===== config.mk =====
export PLATFORM = sky130hd
export DESIGN_NAME = multicycle_controller_flat
export DESIGN_NICKNAME = d
export VERILOG_FILES = /design/src/rtl/arm_pkg.sv /design/src/rtl/multicycle_controller_if.sv /design/src/rtl/condition_check.sv /design/src/rtl/multicycle_controller.sv /design/src/flat_wrapper.sv
export SDC_FILE = /design/constraint.sdc
export NUM_CORES = 1
export LEC_CHECK = 0
export ABC_AREA = 1
export BUFFER_PORTS_ARGS = -buffer_cell sky130_fd_sc_hd__buf_4
export CAP_MARGIN = 15
export CORE_MARGIN = 5
export CORE_UTILIZATION = 30
export CTS_CLUSTER_DIAMETER = 40
export DETAILED_ROUTE_END_ITERATION = 10
export PLACE_DENSITY = 0.49
export SLEW_MARGIN = 10
export SYNTH_ARGS = -nofsm -noshare
export SYNTH_HDL_FRONTEND = slang
export SYNTH_SLANG_ARGS = --single-unit

===== constraint.sdc =====
create_clock -name clock -period 3.8 [get_ports clock]
set_clock_uncertainty 0.15 [all_clocks]
set_input_delay 0.95 -clock clock [delete_from_list [all_inputs] [get_ports clock]]
set_output_delay 0.95 -clock clock [all_outputs]
set_load 0.05 [all_outputs]

===== src/rtl/arm_pkg.sv =====
// Shared encodings for the multicycle Armv4-subset controller: states, datapath
// select codes, instruction field constants and the decode helpers.
package arm_pkg;

    typedef enum logic [3:0] {
        S_FETCH,
        S_DECODE,
        S_EXECUTER,
        S_EXECUTEI,
        S_MEMADR,
        S_MEMREAD,
        S_MEMWB,
        S_MEMWRITE,
        S_ALUWB,
        S_BRANCH
    } state_t;

    localparam logic [1:0] ALU_ADD = 2'b00;
    localparam logic [1:0] ALU_SUB = 2'b01;
    localparam logic [1:0] ALU_AND = 2'b10;
    localparam logic [1:0] ALU_ORR = 2'b11;

    localparam logic [1:0] RES_ALU_RESULT = 2'b00;
    localparam logic [1:0] RES_READ_DATA  = 2'b01;
    localparam logic [1:0] RES_ALU_OUT    = 2'b10;

    localparam logic [1:0] SRCB_REG  = 2'b00;
    localparam logic [1:0] SRCB_IMM  = 2'b01;
    localparam logic [1:0] SRCB_FOUR = 2'b10;

    localparam logic [1:0] IMM_DP     = 2'b00;
    localparam logic [1:0] IMM_MEM    = 2'b01;
    localparam logic [1:0] IMM_BRANCH = 2'b10;

    localparam logic [3:0] COND_EQ = 4'b0000;
    localparam logic [3:0] COND_NE = 4'b0001;
    localparam logic [3:0] COND_CS = 4'b0010;
    localparam logic [3:0] COND_CC = 4'b0011;
    localparam logic [3:0] COND_MI = 4'b0100;
    localparam logic [3:0] COND_PL = 4'b0101;
    localparam logic [3:0] COND_VS = 4'b0110;
    localparam logic [3:0] COND_VC = 4'b0111;
    localparam logic [3:0] COND_HI = 4'b1000;
    localparam logic [3:0] COND_LS = 4'b1001;
    localparam logic [3:0] COND_GE = 4'b1010;
    localparam logic [3:0] COND_LT = 4'b1011;
    localparam logic [3:0] COND_GT = 4'b1100;
    localparam logic [3:0] COND_LE = 4'b1101;
    localparam logic [3:0] COND_AL = 4'b1110;

    localparam logic [1:0] OP_DP     = 2'b00;
    localparam logic [1:0] OP_MEM    = 2'b01;
    localparam logic [1:0] OP_BRANCH = 2'b10;

    localparam logic [3:0] CMD_AND = 4'b0000;
    localparam logic [3:0] CMD_SUB = 4'b0010;
    localparam logic [3:0] CMD_ADD = 4'b0100;
    localparam logic [3:0] CMD_ORR = 4'b1100;

    // Ungated control word; branch/writeback/memory_write still need cond_pass.
    typedef struct packed {
        logic       pc_write;
        logic       branch;
        logic       writeback;
        logic       memory_write;
        logic       address_source;
        logic       instruction_write;
        logic [1:0] result_source;
        logic       ALU_source_a;
        logic [1:0] ALU_source_b;
        logic [1:0] ALU_control;
        logic [1:0] immediate_source;
    } ctrl_t;

    function automatic logic cmd_supported(input logic [3:0] cmd);
        return (cmd == CMD_ADD) || (cmd == CMD_SUB) || (cmd == CMD_AND) || (cmd == CMD_ORR);
    endfunction

    function automatic logic [1:0] cmd_to_alu(input logic [3:0] cmd);
        logic [1:0] alu;
        case (cmd)
            CMD_SUB: alu = ALU_SUB;
            CMD_AND: alu = ALU_AND;
            CMD_ORR: alu = ALU_ORR;
            default: alu = ALU_ADD;
        endcase
        return alu;
    endfunction

    function automatic logic cond_holds(input logic [3:0] cond, input logic [3:0] nzcv);
        logic n, z, c, v, pass;
        {n, z, c, v} = nzcv;
        case (cond)
            COND_EQ: pass = z;
            COND_NE: pass = ~z;
            COND_CS: pass = c;
            COND_CC: pass = ~c;
            COND_MI: pass = n;
            COND_PL: pass = ~n;
            COND_VS: pass = v;
            COND_VC: pass = ~v;
            COND_HI: pass = c & ~z;
            COND_LS: pass = ~c | z;
            COND_GE: pass = (n == v);
            COND_LT: pass = (n != v);
            COND_GT: pass = ~z & (n == v);
            COND_LE: pass = z | (n != v);
            COND_AL: pass = 1'b1;
            default: pass = 1'b0;
        endcase
        return pass;
    endfunction

    function automatic state_t next_state(input state_t s, input logic [1:0] op, input logic [5:0] funct);
        state_t nxt;
        case (s)
            S_FETCH:    nxt = S_DECODE;
            S_DECODE: begin
                case (op)
                    OP_DP:     nxt = cmd_supported(funct[4:1]) ? (funct[5] ? S_EXECUTEI : S_EXECUTER) : S_FETCH;
                    OP_MEM:    nxt = S_MEMADR;
                    OP_BRANCH: nxt = S_BRANCH;
                    default:   nxt = S_FETCH;
                endcase
            end
            S_EXECUTER: nxt = S_ALUWB;
            S_EXECUTEI: nxt = S_ALUWB;
            S_MEMADR:   nxt = funct[0] ? S_MEMREAD : S_MEMWRITE;
            S_MEMREAD:  nxt = S_MEMWB;
            default:    nxt = S_FETCH;
        endcase
        return nxt;
    endfunction

    function automatic ctrl_t decode_ctrl(input state_t s, input logic [3:0] cmd);
        ctrl_t c;
        c = '0;
        case (s)
            S_FETCH: begin
                c.pc_write          = 1'b1;
                c.instruction_write = 1'b1;
                c.ALU_source_a      = 1'b1;
                c.ALU_source_b      = SRCB_FOUR;
                c.result_source     = RES_ALU_OUT;
            end
            S_DECODE: begin
                c.ALU_source_a = 1'b1;
                c.ALU_source_b = SRCB_FOUR;
            end
            S_EXECUTER: begin
                c.ALU_source_b = SRCB_REG;
                c.ALU_control  = cmd_to_alu(cmd);
            end
            S_EXECUTEI: begin
                c.ALU_source_b     = SRCB_IMM;
                c.immediate_source = IMM_DP;
                c.ALU_control      = cmd_to_alu(cmd);
            end
            S_MEMADR: begin
                c.ALU_source_b     = SRCB_IMM;
                c.immediate_source = IMM_MEM;
            end
            S_MEMREAD:  c.address_source = 1'b1;
            S_MEMWB: begin
                c.result_source = RES_READ_DATA;
                c.writeback     = 1'b1;
            end
            S_MEMWRITE: begin
                c.address_source = 1'b1;
                c.memory_write   = 1'b1;
            end
            S_ALUWB: begin
                c.result_source = RES_ALU_RESULT;
                c.writeback     = 1'b1;
            end
            S_BRANCH: begin
                c.immediate_source = IMM_BRANCH;
                c.ALU_source_b     = SRCB_IMM;
                c.result_source    = RES_ALU_OUT;
                c.branch           = 1'b1;
            end
            default: c = '0;
        endcase
        return c;
    endfunction

endpackage


===== src/rtl/multicycle_controller_if.sv =====
// Controller <-> datapath bundle: instruction register fields and ALU flags in,
// mux selects and write enables out.
interface multicycle_controller_if;
    logic [31:12] instruction;
    logic [3:0]   ALU_flags;
    logic         pc_write;
    logic         address_source;
    logic         instruction_write;
    logic         memory_write;
    logic         register_write;
    logic [1:0]   result_source;
    logic         ALU_source_a;
    logic [1:0]   ALU_source_b;
    logic [1:0]   ALU_control;
    logic [1:0]   immediate_source;
    logic [1:0]   register_source;

    modport master (
        input  instruction, ALU_flags,
        output pc_write, address_source, instruction_write, memory_write, register_write,
               result_source, ALU_source_a, ALU_source_b, ALU_control, immediate_source,
               register_source
    );

    modport slave (
        output instruction, ALU_flags,
        input  pc_write, address_source, instruction_write, memory_write, register_write,
               result_source, ALU_source_a, ALU_source_b, ALU_control, immediate_source,
               register_source
    );
endinterface


===== src/rtl/condition_check.sv =====
// NZCV flags register and condition-field evaluation. cond_pass uses the stored
// flags only, so a flag-setting instruction is judged on the pre-update value.
module condition_check
    import arm_pkg::*;
(
    input  logic       clock,
    input  logic       reset,
    input  logic [3:0] cond,
    input  logic [3:0] cmd,
    input  logic       s_bit,
    input  logic       execute,
    input  logic [3:0] ALU_flags,
    output logic       cond_pass
);
    logic [3:0] flags;

    assign cond_pass = cond_holds(cond, flags);

    // Logical ops leave C and V untouched.
    always_ff @(posedge clock or negedge reset) begin
        if (!reset) begin
            flags <= 4'b0000;
        end else if (execute && s_bit && cond_pass) begin
            flags[3:2] <= ALU_flags[3:2];
            if (cmd == CMD_ADD || cmd == CMD_SUB) begin
                flags[1:0] <= ALU_flags[1:0];
            end
        end
    end
endmodule


===== src/rtl/multicycle_controller.sv =====
// Multicycle sequencing controller: state register, next-state logic and
// registered control decode, with write enables gated by cond_pass.
//
// state      | meaning
// FETCH      | read instruction at PC, PC <= PC+4
// DECODE     | read register file, ALU computes PC+8
// EXECUTER   | data processing, register operand
// EXECUTEI   | data processing, immediate operand
// MEMADR     | base + 12-bit offset
// MEMREAD    | read data memory at computed address
// MEMWB      | write loaded data to Rd
// MEMWRITE   | store Rd at computed address
// ALUWB      | write ALU result to Rd
// BRANCH     | PC <= PC+8 + offset
module multicycle_controller (
    input logic                    clock,
    input logic                    reset,
    multicycle_controller_if.master bus
);
    import arm_pkg::*;

    state_t     state;
    state_t     state_nxt;
    ctrl_t      ctrl;
    logic [3:0] cond;
    logic [1:0] op;
    logic [5:0] funct;
    logic [3:0] cmd;
    logic [3:0] rd;
    logic       execute;
    logic       cond_pass;
    logic       rd_is_pc;
    logic       unused_rn;

    assign cond      = bus.instruction[31:28];
    assign op        = bus.instruction[27:26];
    assign funct     = bus.instruction[25:20];
    assign cmd       = funct[4:1];
    assign rd        = bus.instruction[15:12];
    assign unused_rn = ^bus.instruction[19:16];

    assign state_nxt = next_state(state, op, funct);

    always_ff @(posedge clock or negedge reset) begin
        if (!reset) begin
            state <= S_FETCH;
            ctrl  <= decode_ctrl(S_FETCH, CMD_ADD);
        end else begin
            state <= state_nxt;
            ctrl  <= decode_ctrl(state_nxt, cmd);
        end
    end

    assign execute = (state == S_EXECUTER) || (state == S_EXECUTEI);

    condition_check u_condition_check (
        .clock     (clock),
        .reset     (reset),
        .cond      (cond),
        .cmd       (cmd),
        .s_bit     (funct[0]),
        .execute   (execute),
        .ALU_flags (bus.ALU_flags),
        .cond_pass (cond_pass)
    );

    // A writeback to R15 becomes a PC load instead of a register-file write.
    assign rd_is_pc = (rd == 4'hF);

    assign bus.pc_write          = reset & (ctrl.pc_write |
                                            (cond_pass & (ctrl.branch | (ctrl.writeback & rd_is_pc))));
    assign bus.register_write    = reset & cond_pass & ctrl.writeback & ~rd_is_pc;
    assign bus.memory_write      = reset & cond_pass & ctrl.memory_write;
    assign bus.instruction_write = reset & ctrl.instruction_write;

    assign bus.address_source   = ctrl.address_source;
    assign bus.result_source    = ctrl.result_source;
    assign bus.ALU_source_a     = ctrl.ALU_source_a;
    assign bus.ALU_source_b     = ctrl.ALU_source_b;
    assign bus.ALU_control      = ctrl.ALU_control;
    assign bus.immediate_source = ctrl.immediate_source;

    // The instruction register is still loading during FETCH.
    assign bus.register_source = (state == S_FETCH) ? 2'b00 : {op == OP_MEM, op == OP_BRANCH};
endmodule


===== src/flat_wrapper.sv =====
// flat-port wrapper written by rule: the top's interface ports become plain ports
module multicycle_controller_flat import arm_pkg::*;
  (clock, reset, bus_instruction, bus_ALU_flags, bus_pc_write, bus_address_source, bus_instruction_write, bus_memory_write, bus_register_write, bus_result_source, bus_ALU_source_a, bus_ALU_source_b, bus_ALU_control, bus_immediate_source, bus_register_source);
  multicycle_controller_if bus_i ();
  input logic clock;
  input logic reset;
  input wire logic [$bits(bus_i.instruction)-1:0] bus_instruction;
  input wire logic [$bits(bus_i.ALU_flags)-1:0] bus_ALU_flags;
  output wire logic [$bits(bus_i.pc_write)-1:0] bus_pc_write;
  output wire logic [$bits(bus_i.address_source)-1:0] bus_address_source;
  output wire logic [$bits(bus_i.instruction_write)-1:0] bus_instruction_write;
  output wire logic [$bits(bus_i.memory_write)-1:0] bus_memory_write;
  output wire logic [$bits(bus_i.register_write)-1:0] bus_register_write;
  output wire logic [$bits(bus_i.result_source)-1:0] bus_result_source;
  output wire logic [$bits(bus_i.ALU_source_a)-1:0] bus_ALU_source_a;
  output wire logic [$bits(bus_i.ALU_source_b)-1:0] bus_ALU_source_b;
  output wire logic [$bits(bus_i.ALU_control)-1:0] bus_ALU_control;
  output wire logic [$bits(bus_i.immediate_source)-1:0] bus_immediate_source;
  output wire logic [$bits(bus_i.register_source)-1:0] bus_register_source;
  assign bus_i.instruction = bus_instruction;
  assign bus_i.ALU_flags = bus_ALU_flags;
  assign bus_pc_write = bus_i.pc_write;
  assign bus_address_source = bus_i.address_source;
  assign bus_instruction_write = bus_i.instruction_write;
  assign bus_memory_write = bus_i.memory_write;
  assign bus_register_write = bus_i.register_write;
  assign bus_result_source = bus_i.result_source;
  assign bus_ALU_source_a = bus_i.ALU_source_a;
  assign bus_ALU_source_b = bus_i.ALU_source_b;
  assign bus_ALU_control = bus_i.ALU_control;
  assign bus_immediate_source = bus_i.immediate_source;
  assign bus_register_source = bus_i.register_source;
  multicycle_controller u_core (.clock(clock), .reset(reset), .bus(bus_i));
endmodule

==> summary.md <==
| Metric | Value |
|---|---|
| Standard cell with the maximum stage delay on the critical path | `nor2_1` |
| Filler instances | `463` |
| WL met3 | `219 um` |
| Max VDD drop | `0.285 mV` |
| Congestion Overflow GR | `0` |
| Critical path class | `in2out` |
| CP Cell Sequence | `buf_4 > nor2_1 > nand2_1 > a21boi_2 > nor2_4 > nand3_4 > nand2_2 > o21ai_2 > buf_4` |
| Post-synthesis register bit count | `22` |
| Avg Inst Size Synth | `7.46 um2` |
| Clock latency on the worst-skew pair | `0.27 ns` |
| Std-Cell Rows | `24` |
| Post-CTS Setup Bufs | `0` |
| Fin Hold WS | `0.362 ns` |
| Vias per std cell | `4.30` |
| Critical-path maximum fanout | `7` |
| Worst-margin pin slew | `0.435 ns` |
| Nets | `233` |
| Max-cap violations | `0` |
| Seq/Total Area, Yosys | `42.8%` |
| Worst Hold Class | `reg2reg` |
| Initial cell density of the core | `30.5%` |
| CTS resizes | `0` |
| Die width | `75.8 um` |
| Slew margin rel. | `70.9%` |
| Top layer in use | `met4` |
| Status | `complete, no violations` |
| Hold path cells | `2` |
| Req. time, crit path | `2.70 ns` |
| DR WL/cell | `10.7 um` |
| CTS tree | `built` |
| Post-Syn Instances | `174` |
| First-pass GRT wire length | `4600 um` |
| TritonCTS Buffers | `3` |
| Residual DRC | `0` |
| CTS root buf | `clkbuf_8` |
| Mapped Area | `0.00130 mm2` |
| Slowest Stage Delay on Critical Path | `0.20 ns` |
| Hold Violations, Final | `0` |
| Initial antenna violation count | `0` |
| Register Area | `556 um2` |
| CP Launch Type | `input pin` |
| CP most frequent cell | `buf_4` |
| ANT nets after route | `0` |
| Tmin final | `3.24 ns` |
| Fin crit share | `85.4%` |
| Number of diodes | `0` |
| Syn_nets | `200` |
| PortBufs | `37` |
| GR Util All Layers | `10.5%` |
| Reg-to-Reg Start | `u_core.state[3]$_DFF_PN0_` |
| Final setup TNS | `0 ns` |
| Hold Path End | `u_core.u_condition_check.flags[1]$_DFFE_PN0P_` |
| HP Start | `u_core.u_condition_check.flags[1]$_DFFE_PN0P_` |
| Largest net degree at the start of global routing | `25` |
| Non-Filler Instances | `258` |
| Post-Place Setup Slack | `0.528 ns` |
| Static leakage | `0.935 nW` |
| Critical R2R Capture | `u_core.u_condition_check.flags[0]$_DFFE_PN0P_` |
| Vias | `1110` |
| Pre-antenna DRT Iters | `4` |
| CP endpoint kind | `output pin` |
| Final slew viol count | `0` |
| Layout cell share with drive strength beyond 1 | `32.5%` |
| Fmax | `308 MHz` |
| Critical path's top delay family | `simple AND/OR/NAND/NOR gates` |
| Core footprint | `0.00426 mm2` |
| Metal2 WL | `1230 um` |
| Final Setup Violations | `0` |
| Hold_buf cts | `0` |
| Worst Path Buf+Inv | `2` |
| RSZ-0062 raised after global routing | `false` |
| Die Y | `75.8 um` |
| Area after DPL | `0.00157 mm2` |
| Maximum clock path buffer count | `2` |
| First-iteration detailed-routing DRC count | `57` |
| Die ar. | `0.00574 mm2` |
| Post-Layout Inst Area | `0.00165 mm2` |
| Worst setup margin | `0.556 ns` |
| Worst path arrival time | `2.14 ns` |
| PD cells | `685 mW/mm2` |
| GP Congestion | `0.761` |
| YS warnings | `0` |
| Worst-path clk slew | `0.08 ns` |
| R2R cell count | `6` |
| Dpl cells | `254` |
| Area Growth Syn to Fin | `26.7%` |
| H-tree levels | `1` |
| Vias in the first global route | `1063` |
| Distinct cells, synth | `27` |
| WL final | `2770 um` |
| Clock Sink Count | `22` |
| Multi-input logic area | `567 um2` |
| R2R setup slack | `2.26 ns` |
| Metal-1 WL | `1260 um` |
| DP HPWL | `2240 um` |
| Ports | `42` |
-- synthesized netlist by cell type, drive strengths merged --
master  number  area [um2]
clkinv       1        3.75
buf          9        67.6
a21oi        3        15.0
inv         28         105
nand3       15        92.6
o21ai        4        23.8
nor3         3        20.0
a31oi        1        6.26
a21o         1        7.51
nand2       54         225
nand3b       3        22.5
nor2        25         111
dfrtp       18         450
nand4        4        31.3
dfstp        4         105
a21boi       1        11.3
-- per-stage QoR --
step / power, mW / utilization (%)
3_5_place_dp: 0.919 / 36.9
5_1_grt: 1.21 / 38.6
4_1_cts: 1.14 / 38.6
6_report: 1.13 / 38.6
2_1_floorplan: 0.800 / -
3_3_place_gp: 0.919 / 36.9
-- worst max-delay path by stage --
stage                        startpoint  cells after the start  slack [ns]          endpoint
detailed placement  bus_instruction[19]                      9        0.53      bus_pc_write
finish              bus_instruction[19]                      9        0.56      bus_pc_write
global route        bus_instruction[19]                      9        0.42      bus_pc_write
floorplan           bus_instruction[16]                     10        0.41  bus_memory_write
global placement    bus_instruction[19]                      9        0.54      bus_pc_write
CTS                 bus_instruction[19]                      9        0.53      bus_pc_write
-- worst register-to-register path, stage by stage, from the launching register on --
cell and delay, ns:
dfrtp_1 0.41, nor2_1 0.18, inv_1 0.09, nor2_1 0.35, nand3_2 0.13, nand2_1 0.07
nand2_1 0.04
-- logic make-up after synthesis --
kind of cell	after synthesis	synth area share, %
simple gates	104	38.7
flops	22	42.8
compound gates	10	4.91
buf+inv	38	13.6
-- per-layer routing --
metal	track usage (%)	up-vias
met5	0	-
met4	4.08	0
met3	1.98	5
met2	16.3	31
met1	14.3	483
li1	-	591
-- state kept, by name (all words and copies together), names as in the netlist --
| register | flops |
|---|---|
| u_core.bus.ALU_source_a | 1 |
| u_core.ctrl | 4 |
| u_core.bus.ALU_control | 2 |
| u_core.bus.address_source | 1 |
| u_core.bus.ALU_source_b | 2 |
| u_core.u_condition_check.flags | 4 |
| u_core.bus.immediate_source | 2 |
| u_core.bus.result_source | 2 |
| u_core.state | 4 |
-- cell usage in the layout, fill, tap and decap left out, types with 3 or more instances in the layout --
cell      netlist  layout
a21oi_1         3       3
buf_4           9      37
clkbuf_8        0       3
dfrtp_1        18      18
dfstp_2         4       4
inv_1          22      22
inv_2           6       6
nand2_1        47      47
nand2_2         6       6
nand3_1        13      13
nand3b_1        3       3
nand4_1         3       3
nor2_1         22      22
-- where the power goes --
| group | internal (mW) | total, mW | switching [mW] |
|---|---|---|---|
| clock network | 0.141 | 0.220 | 0.0796 |
| registers | 0.323 | 0.366 | 0.0423 |
| logic | 0.169 | 0.541 | 0.372 |
| total | 0.633 | 1.13 | 0.494 |
-- area by class of cell --
cell class	count	area share, %
Timing Repair Buffer	37	16.9
Tap cell	52	3.95
Sequential cell	22	33.8
Clock buffer	3	2.51
Clock inverter	1	1.83
Inverter	29	6.62
Multi-Input combinational cell	114	34.4
No activity file was read; power rests on OpenSTA's default activity.
